### config.mk
export PLATFORM = sky130hd
export DESIGN_NAME = shift_add_mult
export DESIGN_NICKNAME = d
export VERILOG_FILES = /design/src/rtl/shift_add_mult.sv
export SDC_FILE = /design/constraint.sdc
export NUM_CORES = 1
export LEC_CHECK = 0
export CORE_MARGIN = 2
export CORE_UTILIZATION = 35
export DETAILED_ROUTE_END_ITERATION = 6
export PLACE_DENSITY_LB_ADDON = 0.2
export SLEW_MARGIN = 10
export SYNTH_ARGS = -nofsm -noshare
export SYNTH_HDL_FRONTEND = slang
export SYNTH_SLANG_ARGS = --single-unit
### constraint.sdc
create_clock -name clk -period 4.28 [get_ports clk]
set_input_delay 0.856 -clock clk [delete_from_list [all_inputs] [get_ports clk]]
set_output_delay 0.856 -clock clk [all_outputs]
set_load 0.01 [all_outputs]
### src/rtl/shift_add_mult.sv
// 8x8 unsigned sequential multiplier: one shift-and-add iteration per clock,
// using a single 8-bit ripple adder for every partial-product addition.

module adder (
  input  logic [7:0] a,
  input  logic [7:0] b,
  input  logic       cin,
  output logic [7:0] sum,
  output logic       cout
);
  logic [8:0] w_carry;

  assign w_carry[0] = cin;

  for (genvar i = 0; i < 8; i++) begin : g_fa
    assign sum[i]       = a[i] ^ b[i] ^ w_carry[i];
    assign w_carry[i+1] = (a[i] & b[i]) | (w_carry[i] & (a[i] ^ b[i]));
  end

  assign cout = w_carry[8];
endmodule

module shift_add_mult (
  input  logic        clk,
  input  logic        rst,
  input  logic        start,
  input  logic [7:0]  a,
  input  logic [7:0]  b,
  output logic        busy,
  output logic        done,
  output logic [15:0] product
);
  typedef enum logic [1:0] {
    IDLE = 2'b00,
    RUN  = 2'b01,
    DONE = 2'b10
  } state_t;

  state_t      r_state;
  state_t      w_state_nxt;
  logic [7:0]  r_mcand;
  logic [15:0] r_acc;
  logic [2:0]  r_count;
  logic [15:0] r_product;

  logic [7:0]  w_addend;
  logic [7:0]  w_sum;
  logic        w_cout;
  logic [15:0] w_acc_shift;
  logic        w_last_iter;

  // Adding zero when acc[0]=0 keeps a single adder on the datapath and
  // yields {cout,sum} = {0, acc[15:8]} without a bypass mux.
  assign w_addend = r_acc[0] ? r_mcand : 8'h00;

  adder u_adder (
    .a    (r_acc[15:8]),
    .b    (w_addend),
    .cin  (1'b0),
    .sum  (w_sum),
    .cout (w_cout)
  );

  assign w_acc_shift = {w_cout, w_sum, r_acc[7:1]};
  assign w_last_iter = (r_count == 3'd7);

  always_comb begin
    // NOTE: default assigned first so every path drives w_state_nxt; no latch.
    w_state_nxt = r_state;
    unique case (r_state)
      IDLE:    if (start) w_state_nxt = RUN;
      RUN:     if (w_last_iter) w_state_nxt = DONE;
      DONE:    w_state_nxt = IDLE;
      default: w_state_nxt = IDLE;
    endcase
  end

  always_ff @(posedge clk) begin
    // NOTE: non-blocking assignments so every register samples pre-edge values.
    if (rst) begin
      r_state   <= IDLE;
      r_mcand   <= 8'h00;
      r_acc     <= 16'h0000;
      r_count   <= 3'd0;
      r_product <= 16'h0000;
    end else begin
      r_state <= w_state_nxt;
      case (r_state)
        IDLE: begin
          if (start) begin
            r_mcand <= a;
            r_acc   <= {8'h00, b};
            r_count <= 3'd0;
          end
        end
        RUN: begin
          r_acc   <= w_acc_shift;
          r_count <= r_count + 3'd1;
          if (w_last_iter) r_product <= w_acc_shift;
        end
        default: ;
      endcase
    end
  end

  assign busy    = (r_state == RUN);
  assign done    = (r_state == DONE);
  assign product = r_product;
endmodule

==> report_table.html, run 1 <==
<table>
<tr><th>Metric</th><th>Value</th></tr>
<tr><th colspan="2">Status</th></tr>
<tr><td>Run status</td><td>completed</td></tr>
<tr><th colspan="2">Route</th></tr>
<tr><td>Met2 WL post-DR</td><td>1.77 mm</td></tr>
<tr><td>Sum of routed wire segments on met1</td><td>1.73 mm</td></tr>
<tr><td>Number of DRC markers in iteration 0</td><td>61</td></tr>
<tr><td>Highest layer used for signal routing</td><td>met4</td></tr>
<tr><td>Wire per inst</td><td>between 10 and 15 um</td></tr>
<tr><td>Final routed wirelength across all metal layers</td><td>between 3 and 4 mm</td></tr>
<tr><td>Total number of vias</td><td>1,279</td></tr>
<tr><td>Count of unresolved DRC violations after routing</td><td>0</td></tr>
<tr><td>Vias per Instance</td><td>4.83</td></tr>
<tr><td>Met3 Routed Length</td><td>between 100 and 150 um</td></tr>
<tr><td>Final antenna-violating net count</td><td>0</td></tr>
<tr><td>Detailed-router iteration count before antenna repair</td><td>4</td></tr>
<tr><th colspan="2">STA</th></tr>
<tr><td>Unrepaired setup endpoints after global routing</td><td>no</td></tr>
<tr><td>Max-slew headroom</td><td>42.0%</td></tr>
<tr><td>Setup-failing EPs final</td><td>0</td></tr>
<tr><td>Fin crit share</td><td>78.0%</td></tr>
<tr><td>Worst hold slack</td><td>around 0.47 ns</td></tr>
<tr><td>Final Hold Fails</td><td>0</td></tr>
<tr><td>Clock period minus worst slack</td><td>3.34 ns</td></tr>
<tr><td>Slew at the pin with the worst max-slew slack</td><td>0.869 ns</td></tr>
<tr><td>Final Skew</td><td>0.0147 ns</td></tr>
<tr><td>Fmax achieved</td><td>about 300 MHz</td></tr>
<tr><td>Total negative slack for setup checks</td><td>0 ns</td></tr>
<tr><td>Pins over their slew limit</td><td>0</td></tr>
<tr><th colspan="2">Run</th></tr>
<tr><td># Max-Cap Violations</td><td>0</td></tr>
<tr><th colspan="2">Floorplan</th></tr>
<tr><td>Placeable Area</td><td>5070 sq um</td></tr>
<tr><td>Total number of placement rows</td><td>26</td></tr>
<tr><td>Die outline height</td><td>76.3 um</td></tr>
<tr><td>Floorplan die area</td><td>between 5000 and 6000 sq um</td></tr>
<tr><td>Effective utilization at floorplan</td><td>36.1%</td></tr>
<tr><td>Number of ports placed on the die boundary</td><td>37</td></tr>
<tr><td>Width of the chip</td><td>76.3 um</td></tr>
<tr><th colspan="2">Finish</th></tr>
<tr><td>Fraction of layout cells with a size suffix above 1</td><td>7.69%</td></tr>
<tr><td>Count of filler cells inserted in the layout</td><td>494</td></tr>
<tr><td>Area growth from synthesis to layout</td><td>25.4%</td></tr>
<tr><td>Number of diodes</td><td>0</td></tr>
<tr><td>Most used cells in the layout excluding fill and tap cells</td><td>45 x sky130_fd_sc_hd__dfxtp_1, 36 x sky130_fd_sc_hd__clkdlybuf4s50_1, 17 x sky130_fd_sc_hd__nor2_1</td></tr>
<tr><td>Post-route core utilization</td><td>45.3%</td></tr>
<tr><td>Nets@finish</td><td>roughly 220</td></tr>
<tr><td>Most common cell after layout, fill and taps aside</td><td>sky130_fd_sc_hd__dfxtp_1</td></tr>
<tr><td>Final cell area excluding filler cells</td><td>2300 sq um</td></tr>
<tr><th colspan="2">Power and ir drop</th></tr>
<tr><td>Sequential group share of total power</td><td>57.9%</td></tr>
<tr><td>Internal power contribution</td><td>0.585 mW</td></tr>
<tr><td>Worst supply voltage drop on vdd</td><td>153 uV</td></tr>
<tr><td>Static leakage</td><td>0.862 nW</td></tr>
<tr><td>Logic gate share of total power</td><td>9.4%</td></tr>
<tr><td>Switching share of power</td><td>24.2%</td></tr>
<tr><td>Net switching power of the design</td><td>around 0.19 mW</td></tr>
<tr><td>P per Cell Area</td><td>336 nW/um^2</td></tr>
<tr><td>Clk pwr share</td><td>between 30% and 40%</td></tr>
<tr><th colspan="2">Synthesis</th></tr>
<tr><td>Fraction of registers with async set or reset after synthesis</td><td>0%</td></tr>
<tr><td>Number of enable-type register cells in the synthesized netlist</td><td>0</td></tr>
<tr><td>Number of warnings printed during yosys synthesis</td><td>0</td></tr>
<tr><td>Number of synthesized register bits</td><td>45</td></tr>
<tr><td>Mapped cell area</td><td>1830 sq um</td></tr>
<tr><td>Count of unique library cells instantiated by Yosys</td><td>27</td></tr>
<tr><td>Leading register cell type out of synthesis</td><td>sky130_fd_sc_hd__dfxtp_1</td></tr>
<tr><td>Average footprint of a synthesized cell</td><td>11.4 sq um</td></tr>
<tr><td>Synth Instances</td><td>between 150 and 200</td></tr>
<tr><td>Synth Net Count</td><td>approximately 190</td></tr>
<tr><td>Register area share after synthesis</td><td>between 40% and 50%</td></tr>
<tr><th colspan="2">Critical path</th></tr>
<tr><td>Crit path from</td><td>r_acc[0]</td></tr>
<tr><td>Worst r2r dst</td><td>r_acc[14]</td></tr>
<tr><td>Required time worst endpoint</td><td>4.50 ns</td></tr>
<tr><td>Data arrival, critical path</td><td>3.56 ns</td></tr>
<tr><td>R2R depth</td><td>13</td></tr>
<tr><td>Worst setup EP type</td><td>register</td></tr>
<tr><td>Max FO, Critical Path</td><td>9</td></tr>
<tr><td>CP Class</td><td>reg2reg</td></tr>
<tr><td>Critical Path Max Stage Delay</td><td>0.48 ns</td></tr>
<tr><td>Highest-delay cell along the critical path</td><td>sky130_fd_sc_hd__fa_1</td></tr>
<tr><td>Cell-by-cell listing of the critical path</td><td>and2_1 -&gt; ha_1 -&gt; fa_1 -&gt; inv_1 -&gt; fa_1 -&gt; inv_1 -&gt; fa_1 -&gt; fa_1 -&gt; inv_1 -&gt; fa_1 -&gt; fa_1 -&gt; fa_1 -&gt; o2bb2ai_1</td></tr>
<tr><td>Critical Path Most Common Cell</td><td>sky130_fd_sc_hd__fa_1</td></tr>
<tr><td>Startpoint type of the worst setup path</td><td>register</td></tr>
<tr><td>Register-to-register setup slack</td><td>0.94 ns</td></tr>
<tr><td>R2r startpoint</td><td>r_acc[0]</td></tr>
<tr><td>Worst setup path endpoint</td><td>r_acc[14]</td></tr>
<tr><th colspan="2">Clocking</th></tr>
<tr><td>Clock insertion delay at the later pin of the skew report</td><td>0.30 ns</td></tr>
<tr><td>Post-CTS Setup Bufs</td><td>0</td></tr>
<tr><td>Clock tree buffer depth</td><td>2</td></tr>
<tr><td>Clock root cell</td><td>sky130_fd_sc_hd__clkbuf_8</td></tr>
<tr><td>Clock-pin slew on the worst setup and hold paths</td><td>0.08 ns</td></tr>
<tr><td>Total CTS buffers</td><td>5</td></tr>
<tr><td>CTS H-tree lvls</td><td>2</td></tr>
<tr><td>Post-cts repair resize count</td><td>0</td></tr>
<tr><td>CTS sink cnt</td><td>45</td></tr>
<tr><td>TritonCTS clock tree</td><td>done</td></tr>
<tr><td>Count of hold-fix buffers inserted at cts</td><td>0</td></tr>
<tr><th colspan="2">GRT</th></tr>
<tr><td>Largest net degree at the start of global routing</td><td>22</td></tr>
<tr><td>Overflow left after global routing</td><td>0</td></tr>
<tr><td>Total GRT Usage</td><td>13.7%</td></tr>
<tr><td>Number of global-route vias before repair</td><td>1,303</td></tr>
<tr><td>Antenna violations before repair</td><td>0</td></tr>
<tr><td>First-pass GRT wire length</td><td>between 6 and 7 mm</td></tr>
<tr><th colspan="2">Min path</th></tr>
<tr><td>Kind of path behind the tightest hold check</td><td>reg2reg</td></tr>
<tr><td>Worst Hold Depth</td><td>1</td></tr>
<tr><th colspan="2">Placed design</th></tr>
<tr><td>Routability congestion estimate</td><td>0.775</td></tr>
<tr><td>IO buf count</td><td>36</td></tr>
<tr><td>Detailed placement HPWL</td><td>2.72 mm</td></tr>
<tr><td>Instance area after placement</td><td>2210 sq um</td></tr>
</table>
[routing by layer]
layer / vias up / global-route usage [%]
li1: 624 / -
met1: 631 / 17.0
met2: 17 / 22.8
met3: 7 / 2.49
met4: 0 / 7.09
met5: - / 0
[how the worst min path moves through the flow]
| stage | startpoint | slack [ns] | to |
|---|---|---|---|
| 6_report | r_acc[13] | 0.47 | r_acc[13] |
| 4_1_cts | r_acc[13] | 0.47 | r_acc[13] |
| 5_1_grt | r_acc[13] | 0.48 | r_acc[13] |
| 2_1_floorplan | r_acc[13] | 0.43 | r_acc[13] |
| 3_3_place_gp | r_acc[15] | 0.45 | r_acc[15] |
| 3_5_place_dp | r_acc[13] | 0.45 | r_acc[13] |
[cell usage after synthesis, types with 2 or more instances]
| cell | count | area, sq um |
|---|---|---|
| sky130_fd_sc_hd__a211oi_1 | 8 | 60.1 |
| sky130_fd_sc_hd__a22o_1 | 16 | 140 |
| sky130_fd_sc_hd__and2_1 | 4 | 25.0 |
| sky130_fd_sc_hd__buf_4 | 5 | 37.5 |
| sky130_fd_sc_hd__buf_6 | 2 | 22.5 |
| sky130_fd_sc_hd__clkbuf_1 | 2 | 7.51 |
| sky130_fd_sc_hd__dfxtp_1 | 45 | 901 |
| sky130_fd_sc_hd__fa_1 | 7 | 140 |
| sky130_fd_sc_hd__ha_1 | 3 | 37.5 |
| sky130_fd_sc_hd__inv_1 | 8 | 30.0 |
| sky130_fd_sc_hd__mux2i_1 | 16 | 160 |
| sky130_fd_sc_hd__nand2_1 | 4 | 15.0 |
| sky130_fd_sc_hd__nor2_1 | 17 | 63.8 |
| sky130_fd_sc_hd__o2bb2ai_1 | 10 | 87.6 |
[critical path, delay by kind of cell (launching register included)]
family,cells,cell delay [ns]
flip-flops,1,0.44
AO/OA/AOI/OAI,1,0.18
buffers and inverters,3,0.18
adder cells (fa/ha/maj),8,2.31
AND/OR/NAND/NOR,1,0.16
[power groups by stage]
| stage | Clock (mW) | Combinational [mW] | Sequential [mW] |
|---|---|---|---|
| final | 0.253 | 0.0724 | 0.447 |
| after detailed placement | 0 | 0.0736 | 0.457 |
| after CTS | 0.260 | 0.0738 | 0.447 |
| after floorplan | 0 | 0.0537 | 0.449 |
| after global placement | 0 | 0.0711 | 0.456 |
| after global routing | 0.276 | 0.0807 | 0.450 |
[cells by family (layout without fill, tap and decap cells)]
family          count (synthesis)  in the layout  synth area share [%]
compound gates                 37             37                  17.0
fa+ha+maj                      10             10                  9.70
buf+inv                        19             54                  5.81
flops                          45             45                  49.2
mux                            17             17                  9.36
simple gates                   32             32                  8.95
[per-stage QoR]
stage / total power [mW] / worst slack (ns) / cells
after CTS: 0.781 / 0.922 / 265
after global routing: 0.806 / 0.677 / 265
final: 0.773 / 0.942 / 265
after detailed placement: 0.531 / 0.983 / 257
after global placement: 0.527 / 1.11 / 257
after floorplan: 0.503 / 1.11 / 160
[layout make-up]
type                    count  area, sq um  share of cell area, %
well taps                  70         87.6                   3.81
clock inverters             2         10.0                  0.436
repair buffers             37          368                   16.0
clock buffers               6         72.6                   3.16
inverters                   9         33.8                   1.47
flip-flops and latches     45          901                   39.2
multi-input cells          96          825                   35.9
[registers in the layout, summed over array words and instances, names as in the netlist]
register  cells
r_count       3
r_mcand       8
r_state       2
product      16
r_acc        16
(Power assumes the default switching activity.)
==> inputs of run 2 (changes only) <==
clock period = 2.9 ns   (was 4.28 ns; I/O delays follow)
==> run 2 against run 1 <==
Non-clock buffer count is 6 higher. Core utilization grew 1.7 points. Largest cell class unchanged. Routed wire length fell by 1.0%. Sequential power is 46% higher. Sequential share of layout area fell by 1.4 points. Via count is 1.5% lower. Die area is the same. The run now ends with negative setup slack left. Global-route usage shrank 0.49 points.
==> report_table.html, run 2 (synthesis gave the netlist of run 1 again) <==
<table>
<tr><th>Metric</th><th>Value</th></tr>
<tr><th colspan="2">Status</th></tr>
<tr><td>Run status</td><td>finished, violations left</td></tr>
<tr><td>Violated checks</td><td>negative setup slack</td></tr>
<tr><th colspan="2">Floorplan</th></tr>
<tr><td>Placeable Area</td><td>5070 sq um (unchanged)</td></tr>
<tr><td>Total number of placement rows</td><td>26 (unchanged)</td></tr>
<tr><td>Width of the chip</td><td>76.3 um (unchanged)</td></tr>
<tr><td>Effective utilization at floorplan</td><td>36.1% (unchanged)</td></tr>
<tr><td>Die outline height</td><td>76.3 um (unchanged)</td></tr>
<tr><td>Number of ports placed on the die boundary</td><td>37 (unchanged)</td></tr>
<tr><td>Floorplan die area</td><td>5830 sq um (unchanged)</td></tr>
<tr><th colspan="2">Critical path</th></tr>
<tr><td>Crit path from</td><td>r_acc[0]</td></tr>
<tr><td>Critical Path Max Stage Delay</td><td>0.53 ns (+0.05 ns)</td></tr>
<tr><td>Data arrival, critical path</td><td>3.20 ns (-0.36 ns)</td></tr>
<tr><td>R2r startpoint</td><td>r_acc[0]</td></tr>
<tr><td>Worst setup EP type</td><td>register</td></tr>
<tr><td>Startpoint type of the worst setup path</td><td>register</td></tr>
<tr><td>Max FO, Critical Path</td><td>4 (-5)</td></tr>
<tr><td>Required time worst endpoint</td><td>3.08 ns (-1.42 ns)</td></tr>
<tr><td>Highest-delay cell along the critical path</td><td>sky130_fd_sc_hd__fa_1</td></tr>
<tr><td>CP Class</td><td>reg2reg</td></tr>
<tr><td>Cell-by-cell listing of the critical path</td><td>and2_4 -&gt; ha_4 -&gt; fa_2 -&gt; inv_2 -&gt; fa_2 -&gt; inv_2 -&gt; fa_2 -&gt; fa_2 -&gt; inv_2 -&gt; fa_2 -&gt; fa_2 -&gt; fa_1 -&gt; o2bb2ai_1</td></tr>
<tr><td>Critical Path Most Common Cell</td><td>sky130_fd_sc_hd__fa_2</td></tr>
<tr><th colspan="2">Finish</th></tr>
<tr><td>Area growth from synthesis to layout</td><td>30.1%</td></tr>
<tr><td>Count of non-filler cells in the finished layout</td><td>270 (+1.9%)</td></tr>
<tr><td>Nets@finish</td><td>229 (+2.7%)</td></tr>
<tr><td>Number of diodes</td><td>0 (unchanged)</td></tr>
<tr><td>Most common cell after layout, fill and taps aside</td><td>sky130_fd_sc_hd__dfxtp_1</td></tr>
<tr><td>Most used cells in the layout excluding fill and tap cells</td><td>44 x sky130_fd_sc_hd__dfxtp_1, 36 x sky130_fd_sc_hd__clkdlybuf4s50_1, 17 x sky130_fd_sc_hd__nor2_1</td></tr>
<tr><td>Fraction of layout cells with a size suffix above 1</td><td>16.5% (+8.8 points)</td></tr>
<tr><td>Count of filler cells inserted in the layout</td><td>508 (+2.8%)</td></tr>
<tr><th colspan="2">GRT</th></tr>
<tr><td>Overflow left after global routing</td><td>0 (unchanged)</td></tr>
<tr><td>First-pass GRT wire length</td><td>6.31 mm (+0.33%)</td></tr>
<tr><td>Antenna violations before repair</td><td>0 (unchanged)</td></tr>
<tr><td>Total GRT Usage</td><td>13.2% (-0.49 points)</td></tr>
<tr><td>Number of global-route vias before repair</td><td>1,293 (-0.77%)</td></tr>
<tr><td>Largest net degree at the start of global routing</td><td>16 (-27%)</td></tr>
<tr><th colspan="2">Clocking</th></tr>
<tr><td>TritonCTS clock tree</td><td>done</td></tr>
<tr><td>CTS sink cnt</td><td>45 (unchanged)</td></tr>
<tr><td>Clock root cell</td><td>sky130_fd_sc_hd__clkbuf_8</td></tr>
<tr><td>Clock-pin slew on the worst setup and hold paths</td><td>0.07 ns (about the same)</td></tr>
<tr><td>CTS H-tree lvls</td><td>2 (unchanged)</td></tr>
<tr><td>Total CTS buffers</td><td>5 (unchanged)</td></tr>
<tr><td>Clock insertion delay at the later pin of the skew report</td><td>0.29 ns (about the same)</td></tr>
<tr><td>Count of hold-fix buffers inserted at cts</td><td>0 (unchanged)</td></tr>
<tr><td>Clock tree buffer depth</td><td>2 (unchanged)</td></tr>
<tr><th colspan="2">Run</th></tr>
<tr><td># Max-Cap Violations</td><td>0 (unchanged)</td></tr>
<tr><th colspan="2">Route</th></tr>
<tr><td>Total number of vias</td><td>1,260 (-1.5%)</td></tr>
<tr><td>Vias per Instance</td><td>4.67 (-3.3%)</td></tr>
<tr><td>Count of unresolved DRC violations after routing</td><td>0 (unchanged)</td></tr>
<tr><td>Final antenna-violating net count</td><td>0 (unchanged)</td></tr>
<tr><td>Final routed wirelength across all metal layers</td><td>3.66 mm (-1.0%)</td></tr>
<tr><td>Detailed-router iteration count before antenna repair</td><td>3 (-1)</td></tr>
<tr><td>Number of DRC markers in iteration 0</td><td>67 (+9.8%)</td></tr>
<tr><td>Wire per inst</td><td>13.5 um (-2.8%)</td></tr>
<tr><th colspan="2">STA</th></tr>
<tr><td>Unrepaired setup endpoints after global routing</td><td>yes</td></tr>
<tr><td>Setup-failing EPs final</td><td>2 (+2)</td></tr>
<tr><td>Final Skew</td><td>0.00752 ns (-0.00719 ns)</td></tr>
<tr><td>Fmax achieved</td><td>332 MHz (+11%)</td></tr>
<tr><td>Total negative slack for setup checks</td><td>-0.218 ns (-0.218 ns)</td></tr>
<tr><td>Max-slew headroom</td><td>67.5% (+25 points)</td></tr>
<tr><td>Pins over their slew limit</td><td>0 (unchanged)</td></tr>
<tr><td>Fin crit share</td><td>104% (+26 points)</td></tr>
<tr><td>Final Hold Fails</td><td>0 (unchanged)</td></tr>
<tr><td>Setup slack of the critical path after layout</td><td>-0.115 ns (-1.06 ns)</td></tr>
<tr><td>Slew at the pin with the worst max-slew slack</td><td>0.487 ns (-0.383 ns)</td></tr>
<tr><td>Clock period minus worst slack</td><td>3.01 ns (-0.324 ns)</td></tr>
<tr><th colspan="2">Min path</th></tr>
<tr><td>Worst min-delay path startpoint</td><td>product[12]</td></tr>
<tr><td>Kind of path behind the tightest hold check</td><td>reg2reg</td></tr>
<tr><th colspan="2">Power and ir drop</th></tr>
<tr><td>Total power</td><td>1.16 mW (+50%)</td></tr>
<tr><td>Worst supply voltage drop on vdd</td><td>243 uV (+59%)</td></tr>
<tr><td>P per Cell Area</td><td>485 nW/um^2 (+44%)</td></tr>
<tr><td>Static leakage</td><td>0.886 nW (+2.8%)</td></tr>
<tr><th colspan="2">Placed design</th></tr>
<tr><td>Detailed placement HPWL</td><td>2.71 mm (-0.29%)</td></tr>
<tr><td>Number of placed cells counting well taps</td><td>263 (+2.3%)</td></tr>
<tr><td>IO buf count</td><td>36 (unchanged)</td></tr>
<tr><td>Routability congestion estimate</td><td>0.711 (-8.2%)</td></tr>
</table>
run 2: final timing paths:
check	endpoint	slack (ns)	depth (start not counted)
hold / removal	product[12]	0.46	1
setup reg to reg	product[14]	-0.11	13
hold reg to reg	product[12]	0.46	1
setup / recovery	product[14]	-0.11	13
run 2: timing repair:
action	in CTS	in global routing
setup buffers	0	0
setup endpoints to repair	4	4
pin swaps	1	0
cloned	0	0
gates resized for setup	2	1
run 2: final cells by class:
type                       instances  area [sq um]  area share, %
clock buffer                       7          86.3           3.62
multi-input combinational         96           861           36.1
tap                               70          87.6           3.67
inverter                           9          33.8           1.42
timing repair buffer              43           413           17.3
sequential                        45           902           37.8
run 2: metal layers:
layer  track usage, %  up-vias  part of all wire [%]
met2             20.3       19                    45
met5                0        -                     0
met3             3.67        4                   2.9
met1             18.8      600                    51
li1                 -      637                     -
met4             2.73        0                  0.88
run 2: report_power, final:
part | leakage, nW | switching (mW) | internal, mW
Combinational | 0.475 | 0.0578 | 0.0661
Clock | 0.0443 | 0.189 | 0.189
Sequential | 0.367 | 0.0144 | 0.639
Total | 0.886 | 0.261 | 0.895
run 2: critical path: cells and delay by family, from the launching register on:
kind / cells / cell delay, ns
buffers and inverters: 3 / 0.14
AND/OR/NAND/NOR: 1 / 0.15
AO/OA/AOI/OAI: 1 / 0.08
adder cells (fa/ha/maj): 8 / 2.20
flip-flops: 1 / 0.35
run 2: per-stage QoR:
| step | util, % | cell area [sq um] | hold slack (ns) | setup WS [ns] |
|---|---|---|---|---|
| global route | 47.0 | 2380 | 0.484 | -0.205 |
| CTS | 46.8 | 2380 | 0.469 | -0.110 |
| finish | 47.0 | 2380 | 0.460 | -0.115 |
| detailed placement | 45.1 | 2290 | 0.445 | -0.135 |
| global placement | 45.1 | 2290 | 0.446 | -0.0586 |
| floorplan | - | 1870 | 0.432 | -0.0947 |
==> inputs of run 3 (changes only) <==
ABC_CLOCK_PERIOD_IN_PS = 2900   (was default)
==> results of run 3 <==
Same layout as run 2: the final DEF is identical, and so are final timing and power.
